File: config.mk
export PLATFORM = sky130hd
export DESIGN_NAME = inv_subbytes_sequential
export DESIGN_NICKNAME = d
export VERILOG_FILES = /design/src/rtl/inv_subbytes_sequential.sv
export SDC_FILE = /design/constraint.sdc
export NUM_CORES = 1
export LEC_CHECK = 0
export ABC_CLOCK_PERIOD_IN_PS = 8820
export CORE_MARGIN = 2
export CORE_UTILIZATION = 40
export DETAILED_ROUTE_END_ITERATION = 8
export PLACE_DENSITY = 0.63
export SLEW_MARGIN = 20
export SYNTH_ARGS = -nofsm -noshare
export SYNTH_HDL_FRONTEND = slang
export SYNTH_SLANG_ARGS = --single-unit
File: constraint.sdc
create_clock -name i_clock -period 8.82 [get_ports i_clock]
set_input_delay 1.764 -clock i_clock [delete_from_list [all_inputs] [get_ports i_clock]]
set_output_delay 1.764 -clock i_clock [all_outputs]
set_load 0.01 [all_outputs]
File: src/rtl/inv_subbytes_sequential.sv
// Iterative AES InvSubBytes: N_LANES composite-field GF((2^4)^2) inverse S-boxes swept over the state.
// Build option INV_SBOX_PIPE_REG_EN registers between map and inversion stages (+1 cycle latency).
`timescale 1ns/1ps

module inv_sbox_lane (
  input  logic [7:0] i_byte,
  output logic [7:0] o_map,
  input  logic [7:0] i_map,
  output logic [7:0] o_byte
);
  // GF(2^4) uses x^4+x+1; GF(2^8) is built as y^2+y+LAMBDA over it.
  localparam logic [3:0] LAMBDA = 4'hC;

  function automatic logic [3:0] gf4_mul(input logic [3:0] a, input logic [3:0] b);
    logic [3:0] r, t;
    r = '0;
    t = a;
    for (int i = 0; i < 4; i++) begin
      if (b[i]) r = r ^ t;
      t = {t[2:0], 1'b0} ^ (t[3] ? 4'h3 : 4'h0);
    end
    return r;
  endfunction

  function automatic logic [3:0] gf4_inv(input logic [3:0] a);
    logic [3:0] a2, a4, a8;
    a2 = gf4_mul(a, a);
    a4 = gf4_mul(a2, a2);
    a8 = gf4_mul(a4, a4);
    return gf4_mul(gf4_mul(a8, a4), a2);
  endfunction

  function automatic logic [7:0] gf8_mul(input logic [7:0] a, input logic [7:0] b);
    logic [3:0] hh;
    hh = gf4_mul(a[7:4], b[7:4]);
    return {hh ^ gf4_mul(a[7:4], b[3:0]) ^ gf4_mul(a[3:0], b[7:4]),
            gf4_mul(hh, LAMBDA) ^ gf4_mul(a[3:0], b[3:0])};
  endfunction

  function automatic logic [7:0] lin_map(input logic [7:0][7:0] m, input logic [7:0] x);
    logic [7:0] r;
    r = '0;
    for (int i = 0; i < 8; i++)
      if (x[i]) r = r ^ m[i];
    return r;
  endfunction

  // Isomorphism columns are powers of the first composite-field root of the AES polynomial.
  function automatic logic [7:0][7:0] find_iso();
    logic [8:0][7:0] pw;
    logic [7:0][7:0] cols;
    logic            found;
    cols  = '0;
    found = 1'b0;
    for (int b = 2; b < 256; b++) begin
      pw[0] = 8'h01;
      for (int i = 1; i < 9; i++) pw[i] = gf8_mul(pw[i-1], 8'(b));
      if (!found && (pw[8] ^ pw[4] ^ pw[3] ^ pw[1] ^ pw[0]) == 8'h00) begin
        found = 1'b1;
        cols  = pw[7:0];
      end
    end
    return cols;
  endfunction

  function automatic logic [7:0][7:0] invert(input logic [7:0][7:0] m);
    logic [7:0][7:0] r;
    logic [7:0]      v;
    r = '0;
    for (int y = 0; y < 256; y++) begin
      v = lin_map(m, 8'(y));
      for (int j = 0; j < 8; j++)
        if (v == (8'h01 << j)) r[j] = 8'(y);
    end
    return r;
  endfunction

  localparam logic [7:0][7:0] ISO     = find_iso();
  localparam logic [7:0][7:0] ISO_INV = invert(ISO);

  logic [7:0] aff, inv;
  logic [3:0] ah, al, d;

  assign aff    = {i_byte[6:0], i_byte[7]} ^ {i_byte[4:0], i_byte[7:5]} ^
                  {i_byte[1:0], i_byte[7:2]} ^ 8'h05;
  assign o_map  = lin_map(ISO, aff);
  assign ah     = i_map[7:4];
  assign al     = i_map[3:0];
  assign d      = gf4_inv(gf4_mul(gf4_mul(ah, ah), LAMBDA) ^ gf4_mul(ah, al) ^ gf4_mul(al, al));
  assign inv    = {gf4_mul(ah, d), gf4_mul(ah ^ al, d)};
  assign o_byte = lin_map(ISO_INV, inv);
endmodule

module inv_subbytes_sequential #(
  parameter int NB_BYTE = 8,
  parameter int N_BYTES = 16,
  parameter int N_LANES = 4
) (
  input  logic                       i_clock,
  input  logic                       i_reset,
  input  logic                       i_valid,
  output logic                       o_ready,
  input  logic [N_BYTES*NB_BYTE-1:0] i_state,
  output logic                       o_valid,
  input  logic                       i_ready,
  output logic [N_BYTES*NB_BYTE-1:0] o_state
);
  localparam int N_GROUPS = N_BYTES / N_LANES;
  localparam int GW       = (N_GROUPS > 1) ? $clog2(N_GROUPS) : 1;
  localparam int CW       = $clog2(N_GROUPS + 1);
`ifdef INV_SBOX_PIPE_REG_EN
  localparam int LAST = N_GROUPS;
`else
  localparam int LAST = N_GROUPS - 1;
`endif

  typedef enum logic [1:0] {IDLE, BUSY, DONE} state_e;

  state_e                                         state_q, state_d;
  logic [CW-1:0]                                  cnt_q, cnt_d;
  logic [N_GROUPS-1:0][N_LANES-1:0][NB_BYTE-1:0]  work_q, work_d;
  logic [N_LANES-1:0][7:0]                        lane_in, lane_map, lane_imap, lane_out;
  logic [GW-1:0]                                  rd_grp, wr_grp;
  logic                                           wr_en;

  assign rd_grp = (cnt_q < CW'(N_GROUPS)) ? GW'(cnt_q) : '0;

`ifdef INV_SBOX_PIPE_REG_EN
  // Write-back trails the read by one group while the pipe fills and drains.
  logic [N_LANES-1:0][7:0] pipe_q;
  always_ff @(posedge i_clock) begin
    if (i_reset) pipe_q <= '0;
    else         pipe_q <= lane_map;
  end
  assign lane_imap = pipe_q;
  assign wr_grp    = GW'(cnt_q - CW'(1));
  assign wr_en     = (cnt_q != '0);
`else
  assign lane_imap = lane_map;
  assign wr_grp    = rd_grp;
  assign wr_en     = 1'b1;
`endif

  for (genvar l = 0; l < N_LANES; l++) begin : g_lane
    assign lane_in[l] = work_q[rd_grp][l];
    inv_sbox_lane u_lane (
      .i_byte (lane_in[l]),
      .o_map  (lane_map[l]),
      .i_map  (lane_imap[l]),
      .o_byte (lane_out[l])
    );
  end

  always_ff @(posedge i_clock) begin
    if (i_reset) begin
      state_q <= IDLE;
      cnt_q   <= '0;
      work_q  <= '0;
    end else begin
      state_q <= state_d;
      cnt_q   <= cnt_d;
      work_q  <= work_d;
    end
  end

  always_comb begin
    state_d = state_q;
    cnt_d   = cnt_q;
    work_d  = work_q;
    unique case (state_q)
      IDLE: if (i_valid) begin
        work_d  = i_state;
        cnt_d   = '0;
        state_d = BUSY;
      end
      BUSY: begin
        if (wr_en) work_d[wr_grp] = lane_out;
        cnt_d = cnt_q + CW'(1);
        if (cnt_q == CW'(LAST)) begin
          cnt_d   = '0;
          state_d = DONE;
        end
      end
      DONE: if (i_ready) state_d = IDLE;
      default: state_d = IDLE;
    endcase
  end

  assign o_ready = (state_q == IDLE);
  assign o_valid = (state_q == DONE);
  assign o_state = work_q;
endmodule

=== After elaboration in Yosys (flattened, before gate mapping) ===
Index checks and enable logic that the tools add are counted.
Widths: inputs -> output; s select.

* Register bits after elaboration: 133
* Bits of input ports: 132
* Output and inout bits: 130
* Logic and storage cells: 692

* Add/subtract/negate cells: 1
* Order comparisons: 3
* Eq/ne operators: 6
* Mux-type cells: 347
* Bitwise gates (word level): 312
* Reduce and logical (&&, ||, !) cells: 5

{| class="wikitable"
|+ Operators with widths
! cell !! count
|-
| $xor 4x4->4 || 244
|-
| $mux 4 || 160
|-
| $pmux 128 s2 || 1
|-
| $mux 2 || 116
|-
| $mux 8 || 20
|-
| $bwmux 128 || 1
|-
| $mux 128 || 1
|-
| $mux 7 || 16
|-
| $mux 6 || 16
|-
| $bmux 32 s2 || 1
|-
| $demux 32 s2 || 1
|-
| $mux 32 || 2
|-
| $not 4->4 || 16
|-
| $xor 8x8->8 || 8
|-
| $not 2->2 || 12
|-
| $not 6->6 || 4
|-
| $not 4->5 || 4
|-
| $not 5->5 || 4
|-
| $not 1->2 || 8
|-
| $not 1->4 const A || 4
|-
| $not 2->3 || 4
|-
| $not 3->3 || 4
|-
| $mux 1 || 8
|-
| $mux 3 || 2
|-
| other kinds (16) || 17
|}

=== Logic depth before layout (Yosys ltp) ===
Gate-level depths: netlist (run 1).

* Depth after elaboration: 101
* Mapped depth: 44
* Depth with buffers taken out: 37

=== Hierarchy ===
Synthesis (run 1) repeated with hierarchy kept, for this count alone.

* Cells, all modules: 2154
* Area, all modules: 17658.2 um^2

{| class="wikitable"
|+ Modules (own cells, without submodules)
! module !! instances !! cells each !! area an instance (um^2) !! sequential area each (um^2)
|-
| inv_sbox_lane (g_lane[1].u_lane ...) || 3 || 333 || 2641.3 || 0.0
|-
| inv_subbytes_sequential || 1 || 790 || 6857.8 || 2662.6
|-
| inv_sbox_lane (g_lane[0].u_lane) || 1 || 365 || 2876.5 || 0.0
|}

=== Worst setup path before layout (run 1) ===
No wires, ideal clock.

* Path kind: flip-flop to flip-flop
* Start point: register cnt_q[1]
* End point: register work_q (netlist bit o_state[125])
* Setup time: 137 ps
* Arrival time: 9323 ps
* Required time: 8683 ps
* Slack: -640 ps
* Cell stages (with the launch flop): 38
* Clock period less this slack: 9460 ps
* Cell sequence: dfxtp_1 buf_4 buf_6 mux2_1 a222oi_1 nor3_1 a211o_1 nand2_1 inv_2 buf_2 ha_1 nor2_1 mux2_2 nor4_1 or4_1 or3_1 a21oi_1 or2_1 (+2 left out) xnor3_1 mux2_2 xnor2_2 xnor2_1 ha_1 clkinv_1 a211oi_1 nor3_1 or3b_1 xnor2_1 xnor3_1 clkbuf_1 nor3_1 a211oi_1 xnor2_1 xnor3_1 xnor2_1 a211oi_1

* Longest elaborated chain between the ends: 84
* Elaborated cells on any way between the ends: 163
* Classes of those cells: order compare: 3; mux: 86; bitwise: 73; reduce/logical: 1

{| class="wikitable"
|+ Ends and longest elaborated chain
! what !! line !! text
|-
| from (decl) || 120 || <nowiki>logic [CW-1:0] cnt_q, cnt_d;</nowiki>
|-
| from (signal assigned) || 161 || <nowiki>cnt_q <= cnt_d;</nowiki>
|-
| $lt 3x3->1 || 126 || <nowiki>assign rd_grp = (cnt_q < CW'(N_GROUPS)) ? GW'(cnt_q) : '0;</nowiki>
|-
| $mux 2 * || 126 ||
|-
| $bmux 32 s2 || 145 || <nowiki>assign lane_in[l] = work_q[rd_grp][l];</nowiki>
|-
| $mux 32 (implied by the code) || 145 ||
|-
| $xor 8x8->8 (2 in series) || 84 || <nowiki>assign aff = {i_byte[6:0], i_byte[7]} ^ {i_byte[4:0], i_byte[7:5]} ^</nowiki>
|-
| $mux 6 || 44 || <nowiki>if (x[i]) r = r ^ m[i];</nowiki>
|-
| $mux 7 (2 in series) || 44 ||
|-
| $not 3->3 (no line) || -- ||
|-
| (+66 left out) || -- ||
|-
| $not 6->6 (no line) || -- ||
|-
| $mux 8 || 44 ||
|-
| $not 4->4 (no line) || -- ||
|-
| $mux 8 || 44 ||
|-
| $not 5->5 (no line) || -- ||
|-
| $mux 6 || 44 ||
|-
| $bwmux 128 * || 177 || <nowiki>if (wr_en) work_d[wr_grp] = lane_out;</nowiki>
|-
| $pmux 128 s2 * || 170 || <nowiki>unique case (state_q)</nowiki>
|-
| to (signal assigned) || 162 || <nowiki>work_q <= work_d;</nowiki>
|-
| to (decl) || 121 || <nowiki>logic [N_GROUPS-1:0][N_LANES-1:0][NB_BYTE-1:0] work_q, work_d;</nowiki>
|}

Every way passes the cells marked *; elsewhere a longest branch is shown, timed or not. The select of a mux whose other input is x is not followed.
A chain may end at the register's enable or synchronous reset.

=== Worst setup path after layout (run 1) ===
* Start point: register cnt_q[1]
* End point: register work_q (netlist bit o_state[62])

* Longest elaborated chain between the ends: 85
* Elaborated cells on any way between the ends: 165
* Classes of those cells: order compare: 3; mux: 87; bitwise: 74; reduce/logical: 1

{| class="wikitable"
|+ Ends and longest elaborated chain
! what !! line
|-
| $lt 3x3->1 || 126
|-
| $mux 2 * || 126
|-
| $bmux 32 s2 || 145
|-
| $mux 32 (implied by the code) || 145
|-
| $xor 8x8->8 (2 in series) || 84
|-
| $mux 6 || 44
|-
| $mux 7 (2 in series) || 44
|-
| $not 3->3 (no line) || --
|-
| (+67 left out) || --
|-
| $not 2->2 (no line) || --
|-
| $mux 7 || 44
|-
| $not 6->6 (no line) || --
|-
| $mux 8 || 44
|-
| $not 4->4 (no line) || --
|-
| $mux 8 || 44
|-
| $bwmux 128 * || 177
|-
| $pmux 128 s2 * || 170
|}

Marks and branches as above.

==> results of run 1 <==
==> per-layer routing <==
layer	vias up	GRT usage	wire length [um]
met2	965	0.502	34600
met1	9956	0.408	31800
met3	164	0.0525	5690
li1	9688	-	-
met5	-	0	0
met4	0	0.111	2740
==> flip-flops by register name, summed over array words and instances (netlist names) <==
signal and flops:
o_state 128, cnt_q 3, state_q 2
==> area by class of cell <==
cell class	count	area [um2]
Clock buffer	18	439
Multi-Input combinational cell	2089	15400
Antenna cell	1	2.50
Tap cell	592	741
Sequential cell	133	2680
Timing Repair Buffer	525	4710
Fill cell	4267	19900
Clock inverter	14	100
Inverter	36	140
==> critical path: cells and delay by family, from the launching register on <==
family | cells | cell delay, ns
xor+xnor | 7 | 1.98
flops | 1 | 0.42
simple gates | 10 | 2.34
compound gates | 10 | 1.85
mux | 2 | 0.52
fa+ha+maj | 3 | 0.81
buf+inv | 3 | 0.51
==> path summary, 6_finish.rpt <==
kind | endpoint | slack (ns)
max | o_state[62] | 0.29
min | o_state[79] | 0.52
max reg2reg | o_state[62] | 0.29
min reg2reg | o_state[79] | 0.52
==> cell usage in the layout, fill, tap and decap left out, drive strengths merged, types with 66 or more instances in the layout <==
master	netlist	final
a21oi	149	149
xnor2	235	235
buf	59	264
o21ai	123	123
nand3	86	86
nor2	375	375
a211oi	66	66
nand2	185	185
dfxtp	133	133
clkdlybuf4s50	0	260
==> cell families (layout without fill, tap and decap cells) <==
kind of cell	count (synthesis)	count (layout)	synth area share
mux	80	80	0.0474
fa+ha+maj	24	24	0.0166
simple gates	940	940	0.248
xor+xnor	340	340	0.211
compound gates	705	705	0.276
buf+inv	209	593	0.0509
flops	133	133	0.149
other cells	0	1	0
==> repair_timing <==
item / CTS / global route
setup buffers: 1 / 37
pin swaps: 3 / 80
gates cloned: 0 / 2
setup endpoints to repair: 30 / 128
resized for setup: 10 / 177
==> metrics by stage <==
step,utilization,cell area [um2],std cells,hold WS (ns),worst slack (ns)
6_report,0.548,24200,3408,0.519,0.293
4_1_cts,0.521,23000,3368,0.519,0.00941
3_5_place_dp,0.508,22400,3335,0.509,-0.138
5_1_grt,0.548,24200,3408,0.552,-0.103
2_1_floorplan,-,18100,2431,0.523,0.00150
3_3_place_gp,0.508,22400,3335,0.501,0.0792
==> results.yml, run 1 <==
clock_tree:
  htree_num_levels: 4
  cts_root_buffer: "clkbuf_16"
  cts_hold_buf: 0
  cts.sinks: 133
  clk_pin_slew_worst_paths_ns: 0.07
  cts_tree: "yes"
  insertion_delay_ns: 0.47
  max-clock-path-buffers: 2
  cts_made_buffers: 17
floorplanning:
  die_area_mm2: 0.0462
  start_util: 0.404
  rows: 77
  core_mm2: 0.0441
  dieWidth_um: 215
  pin_count: 262
  die-height_um: 215
routing:
  viasPerCell: 6.10
  num_vias: 20773
  drt_iter0_drc: 2002
  wl_per_cell_um: 22.0
  first_pass_iters: 8
  ant_nets: 0
  routed_wirelength_mm: 74.8
  drc: 0
logic_synthesis:
  ys_seq_area_frac: 0.149
  syn_nets: 2585
  yosys-top-cells-count: "372 x nor2_1, 223 x xnor2_1, 185 x nand2_1, 149 x a21oi_1, 133 x dfxtp_1"
  synth.distinct_cells: 104
  synth_top_area_share: 0.149
  syn_inst: 2431
  syn_area_per_cell_um2: 7.33
  post-synth-top-area-cell: "dfxtp_1"
  synth-seq-cells: 133
  synthArstFlopShare: 0
  yosysMostFrequentCell: "nor2_1"
  ys_warn_count: 0
  syn_area_mm2: 0.0178
  yosys-top-cells-area: "dfxtp_1 15%, xnor2_1 11%, nor2_1 7.8%, xnor3_1 4.9%, a21oi_1 4.2%"
  synth_edf_count: 0
  ys.flop_type: "dfxtp_1"
timing:
  period_needed_ns: 8.53
  maxSlewViolCount: 0
  worstMarginPinSlew_ns: 1.05
  layout_worst_path_cycle_share: 0.967
  skew_ns: 0.0144
  final_hold_viol_count: 0
  rsz0062_at_grt: "true"
  setup_viol: 0
  relSlewSlack: 0.296
  fin_setup_tns_ns: 0
  max_freq_mhz: 117
job:
  cap_violations: 0
worst_setup_path:
  r2r_cells: 35
  crit_start: "cnt_q[1]"
  worst_path_largest_cell_delay_ns: 0.58
  r2r_start: "cnt_q[1]"
  worst-path-max-fanout: 15
  cp_slowest_cell: "or4_4"
  cp-start-kind: "register"
  critical_path_class: "reg -> reg"
  required_ns: 9.19
  end_kind: "register"
  arrival_ns: 8.90
placement:
  gp_congestion: 0.968
  dp_hpwl_mm: 56.1
  port_buffers: 261
final_layout:
  area_growth_pct: 35.8
  drive_above_1_share: 0.205
  nets: 2956
grt:
  grt_pass1_vias: 19383
  grtUsageTotal: 0.308
  grt.overflow.total: 0
  antenna_found_initial: 1
  grt_start_max_net_pins: 89
  grt_pass1_wl_mm: 113
hold_path:
  hold_path.class: "reg -> reg"
  hold_path_depth: 2
  hold_path.startpoint: "o_state[79]"
status:
  status: "complete, no violations"
Power of run 1 is left out: the tool's default activity adds up to more than one toggle a clock period on the data nets, which glitch-free logic cannot reach.
==> run 2, diff against run 1 <==
- SYNTH_HIERARCHICAL: unset -> 1
==> run 2 against run 1 <==
Against the previous run: utilization is 3.9 points higher; highest routed layer unchanged; cell area up 5.3%; critical path type unchanged; largest cell class unchanged; register-to-register slack worse by 0.35 ns; the flow now finishes with violations (setup timing).
==> results.yml, run 2 <==
floorplanning:
  start_util: 0.407
  rows: 76
  dieWidth_um: 214
  die-height_um: 214
  core_mm2: 0.0434
  die_area_mm2: 0.0458
  pin_count: 262
routing:
  ant_nets: 0
  wl_met1_mm: 30.3
  num_vias: 19620
  routed_wirelength_mm: 73.0
  wl_per_cell_um: 22.7
  drt_iter0_drc: 1792
  top_layer_used: "met4"
  drc: 0
  met3_length_mm: 5.98
  first_pass_iters: 6
  dr_wl_met2_mm: 33.5
  viasPerCell: 6.09
final_layout:
  multi_input_area_mm2: 0.0157
  fin_util: 0.587
  regArea_mm2: 0.00268
  area_growth_pct: 44.2
  mostFrequentLayoutCell: "buf_4"
  largest_reg_flops: 128
  nets: 2788
  drive_above_1_share: 0.316
  mostFrequentLayoutCells: "357 x buf_4, 260 x clkdlybuf4s50_1, 232 x nor2_1, 168 x nand2_1, 130 x xnor2_1"
  fillers: 3815
worst_setup_path:
  reg2reg_slack_ns: -0.06
  cp_slowest_cell: "xor3_2"
  r2r_cells: 39
  r2r_start: "cnt_q[1]"
  cp_common_cell: "xnor2_2"
  arrival_ns: 9.18
  r2r_end: "o_state[21]"
  end_kind: "register"
  cp-start-kind: "register"
  worst_path_largest_cell_delay_ns: 0.51
  required_ns: 9.12
  worst-path-max-fanout: 8
  critical_path_class: "reg -> reg"
status:
  status: "complete, but fails checks"
  violations: "setup timing"
grt:
  grt_pass1_vias: 18638
  grt.overflow.total: 0
  grt_pass1_wl_mm: 109
  antenna_found_initial: 2
  grt_start_max_net_pins: 79
  grtUsageTotal: 0.298
clock_tree:
  cts_tree: "yes"
  cts_made_buffers: 17
  cts_root_buffer: "clkbuf_16"
  cts.sinks: 133
  htree_num_levels: 4
  clk_pin_slew_worst_paths_ns: 0.07
  insertion_delay_ns: 0.44
  max-clock-path-buffers: 2
  cts_hold_buf: 0
timing:
  rsz0062_at_grt: "true"
  relSlewSlack: 0.188
  period_needed_ns: 8.88
  worstMarginPinSlew_ns: 1.22
  max_freq_mhz: 113
  fin_ws_ns: -0.0565
  maxSlewViolCount: 0
  whs_ns: 0.511
  setup_viol: 3
  final_hold_viol_count: 0
  skew_ns: 0.0110
  layout_worst_path_cycle_share: 1.01
logic_synthesis:
  post-synth-top-area-cell: "dfxtp_1"
  synth-seq-cells: 133
  yosys-top-cells-count: "244 x nor2_1, 179 x xnor2_1, 175 x nand2_1, 133 x dfxtp_1, 110 x a221oi_1"
  ys_seq_area_frac: 0.151
  ys.flop_type: "dfxtp_1"
  yosysMostFrequentCell: "nor2_1"
  synth.distinct_cells: 107
  syn_inst: 2154
  synth_top_area_share: 0.151
  yosys-top-cells-area: "dfxtp_1 15%, xnor2_1 8.9%, a221oi_1 5.5%, nor2_1 5.2%, xor2_1 5.1%"
  syn_area_per_cell_um2: 8.20
  synth_edf_count: 0
  syn_nets: 2321
  syn_area_mm2: 0.0177
  ys_warn_count: 6
  synthArstFlopShare: 0
hold_path:
  min_to: "o_state[27]"
  hold_path.startpoint: "o_state[27]"
  hold_path_depth: 2
  hold_path.class: "reg -> reg"
placement:
  port_buffers: 261
  gp_congestion: 0.916
  dp_hpwl_mm: 52.7
job:
  cap_violations: 0
[run 2: changes by cell type after synthesis, sizes merged, moves of 39 or more]
cell    delta
a21oi     -80
a221oi    +92
a32oi     +86
buf       +65
clkbuf    -39
nand3     -42
nor2     -127
xor2      +48
[run 2: worst max-delay path: cells and delay by family (launching register included)]
kind / cells / cell delay [ns]
xor+xnor: 15 / 3.61
mux: 2 / 0.57
flops: 1 / 0.37
fa+ha+maj: 3 / 0.87
compound gates: 9 / 2.16
buf+inv: 4 / 0.47
simple gates: 6 / 0.68
[run 2: logic make-up after synthesis]
family / count (synthesis) / share of synthesized area
xor gates and xnor gates: 375 / 0.251
buffers and inverters: 229 / 0.0626
muxes: 80 / 0.0490
adders and majority gates: 38 / 0.0265
AOI/OAI and AO/OA: 627 / 0.281
DFF: 133 / 0.151
and+or+nand+nor: 672 / 0.179
[run 2: stage by stage]
step	cells	setup slack (ns)	setup TNS [ns]	area, um2
after floorplan	2154	-0.216	-7.76	18300
after global placement	3080	-0.266	-3.90	22800
after detailed placement	3080	-0.419	-12.81	22800
after CTS	3159	0.00165	0	24100
after global routing	3219	-0.420	-20.33	25500
final	3220	-0.0565	-0.0873	25500
[run 2: how the worst max path moves through the flow]
stage / from / end / slack (ns) / cells past startpoint
finish: cnt_q[1] / o_state[21] / -0.06 / 39
global route: cnt_q[0] / o_state[119] / -0.42 / 38
CTS: cnt_q[0] / o_state[55] / 0.002 / 35
detailed placement: cnt_q[0] / o_state[37] / -0.42 / 37
global placement: cnt_q[0] / o_state[37] / -0.27 / 36
floorplan: cnt_q[0] / o_state[110] / -0.22 / 40
[run 2: layer usage]
layer / GRT usage / vias to the layer above
li1: - / 8993
met1: 0.387 / 9514
met2: 0.478 / 958
met3: 0.0607 / 155
met4: 0.136 / 0
met5: 0 / -
[run 2: layout make-up]
cell class	instances	share of cell area
Sequential cell	133	0.105
Tap cell	585	0.0287
Clock buffer	20	0.0179
Antenna cell	2	0.000197
Timing Repair Buffer	647	0.223
Clock inverter	11	0.00368
Multi-Input combinational cell	1792	0.617
Inverter	30	0.00472
[run 2: timing repair]
item | in CTS | in global routing
gates resized for setup | 71 | 174
buffers inserted | 48 | 60
pin swaps | 63 | 193
endpoints found under the setup margin | 93 | 128
Power of run 2 is left out for the same reason.
==> edit (config.mk and constraints of run 2) <==
Build with the macro `INV_SBOX_PIPE_REG_EN` defined.
--- a/src/rtl/inv_subbytes_sequential.sv
+++ b/src/rtl/inv_subbytes_sequential.sv
@@ -2,4 +2,6 @@
 // Build option INV_SBOX_PIPE_REG_EN registers between map and inversion stages (+1 cycle latency).
 `timescale 1ns/1ps
+
+`define INV_SBOX_PIPE_REG_EN
 
 module inv_sbox_lane (
Check against the original RTL: not equivalent (Yosys sat finds a counterexample within 4 cycles, from zero or initial values and one cycle with i_reset high).
==> edit against run 2 <==
- routed wire length decreased by 3.5%
- setup slack improved by 0.45 ns
- area after synthesis increased by 10%
- non-clock buffer count decreased by 297
- cell area decreased by 9.7%
- sequential cell count increased by 32
- sequential share of layout area increased by 3.9 points
Power is left out: the tool's default activity adds up to more than one toggle a clock period on the data nets, which glitch-free logic cannot reach.
==> edit: results <==
[outcome]
outcome = "completed"

[synth]
synth_adder_area_share = 0.0260
syn_avg_cell_area_um2 = 8.07
ys_types = 91
synth_compound_area_frac = 0.263
synth_fp_nets = 2580
ys_top_cells_by_area = "dfxtp_1 17%, a311oi_1 8.8%, xnor2_1 8.4%"
synth_mux_area_frac = 0.0223
synth_xor_area_frac = 0.226
synthTopCellsByCount = "217 x nand2_1, 196 x a311oi_1, 187 x xnor2_1"
yosysSeqAreaShare = 0.170

[hold_path]
whs_endpoint = "o_state[117]"
hold_start = "o_state[117]"

[finish]
nFillCells = 4623
layout.nets = 2702
drive_gt1_frac = 0.116
seq_area_um2 = 3310

[clock_network]
cts_resized = 0
post_cts_buffers = 0
cts_made_buffers = 17
insertion_delay_ns = 0.50

[global_route]
grtUsageMet3 = 0.0523
grt_pass1_wl_um = 109000
gr-usage-all-layers = 0.273
use_met2 = 0.446
use_met1 = 0.360

[drt]
drt_iter0_drc = 2118
wl_per_cell_um = 22.3
drt_wl_total_um = 70500
vias = 19600

[timing]
slew_headroom = 0.168
fin_skew_ns = 0.0104
setup_viol = 0
holdWs_ns = 0.616

[place]
hpwl_um = 48400
port_buffers = 261
dp.cells = 3125
dp_slack_ns = 0.419
place_congestion = 0.912
place_area_um2 = 22300

[setup_path]
worstPathMaxFanout = 11
r2r_end = "o_state[31]"
max_stage_delay_ns = 0.56
regToRegSetupSlack_ns = 0.39
arrival_ns = 8.83
timing.rr.start = "lane_imap[28]"
cp_slowest_cell = "or4_1"
-- edit: worst max path at each step --
stage	slack (ns)	start	to
final	0.39	lane_imap[28]	o_state[31]
after global routing	-0.01	lane_imap[12]	o_state[46]
after CTS	0.36	lane_imap[28]	o_state[63]
after detailed placement	0.42	lane_imap[28]	o_state[63]
after global placement	0.56	lane_imap[20]	o_state[21]
after floorplan	0.88	lane_imap[12]	o_state[14]
-- edit: final cells by class --
type,instances,area share
Antenna cell,1,0.000109
Clock buffer,21,0.0210
Clock inverter,11,0.00321
Inverter,35,0.00626
Multi-Input combinational cell,1963,0.649
Sequential cell,165,0.144
Tap cell,615,0.0335
Timing Repair Buffer,350,0.143
-- edit: per-layer routing --
layer / up-vias / routed length, um
met3: 135 / 4900
met2: 883 / 32900
met1: 9543 / 30600
met5: - / 0
met4: 0 / 2070
li1: 9072 / -
-- edit: tightest hold or removal path: stages, from the launching register on --
cell      delay, ns
dfxtp_1        0.32
nor3_1         0.18
a211oi_1       0.07
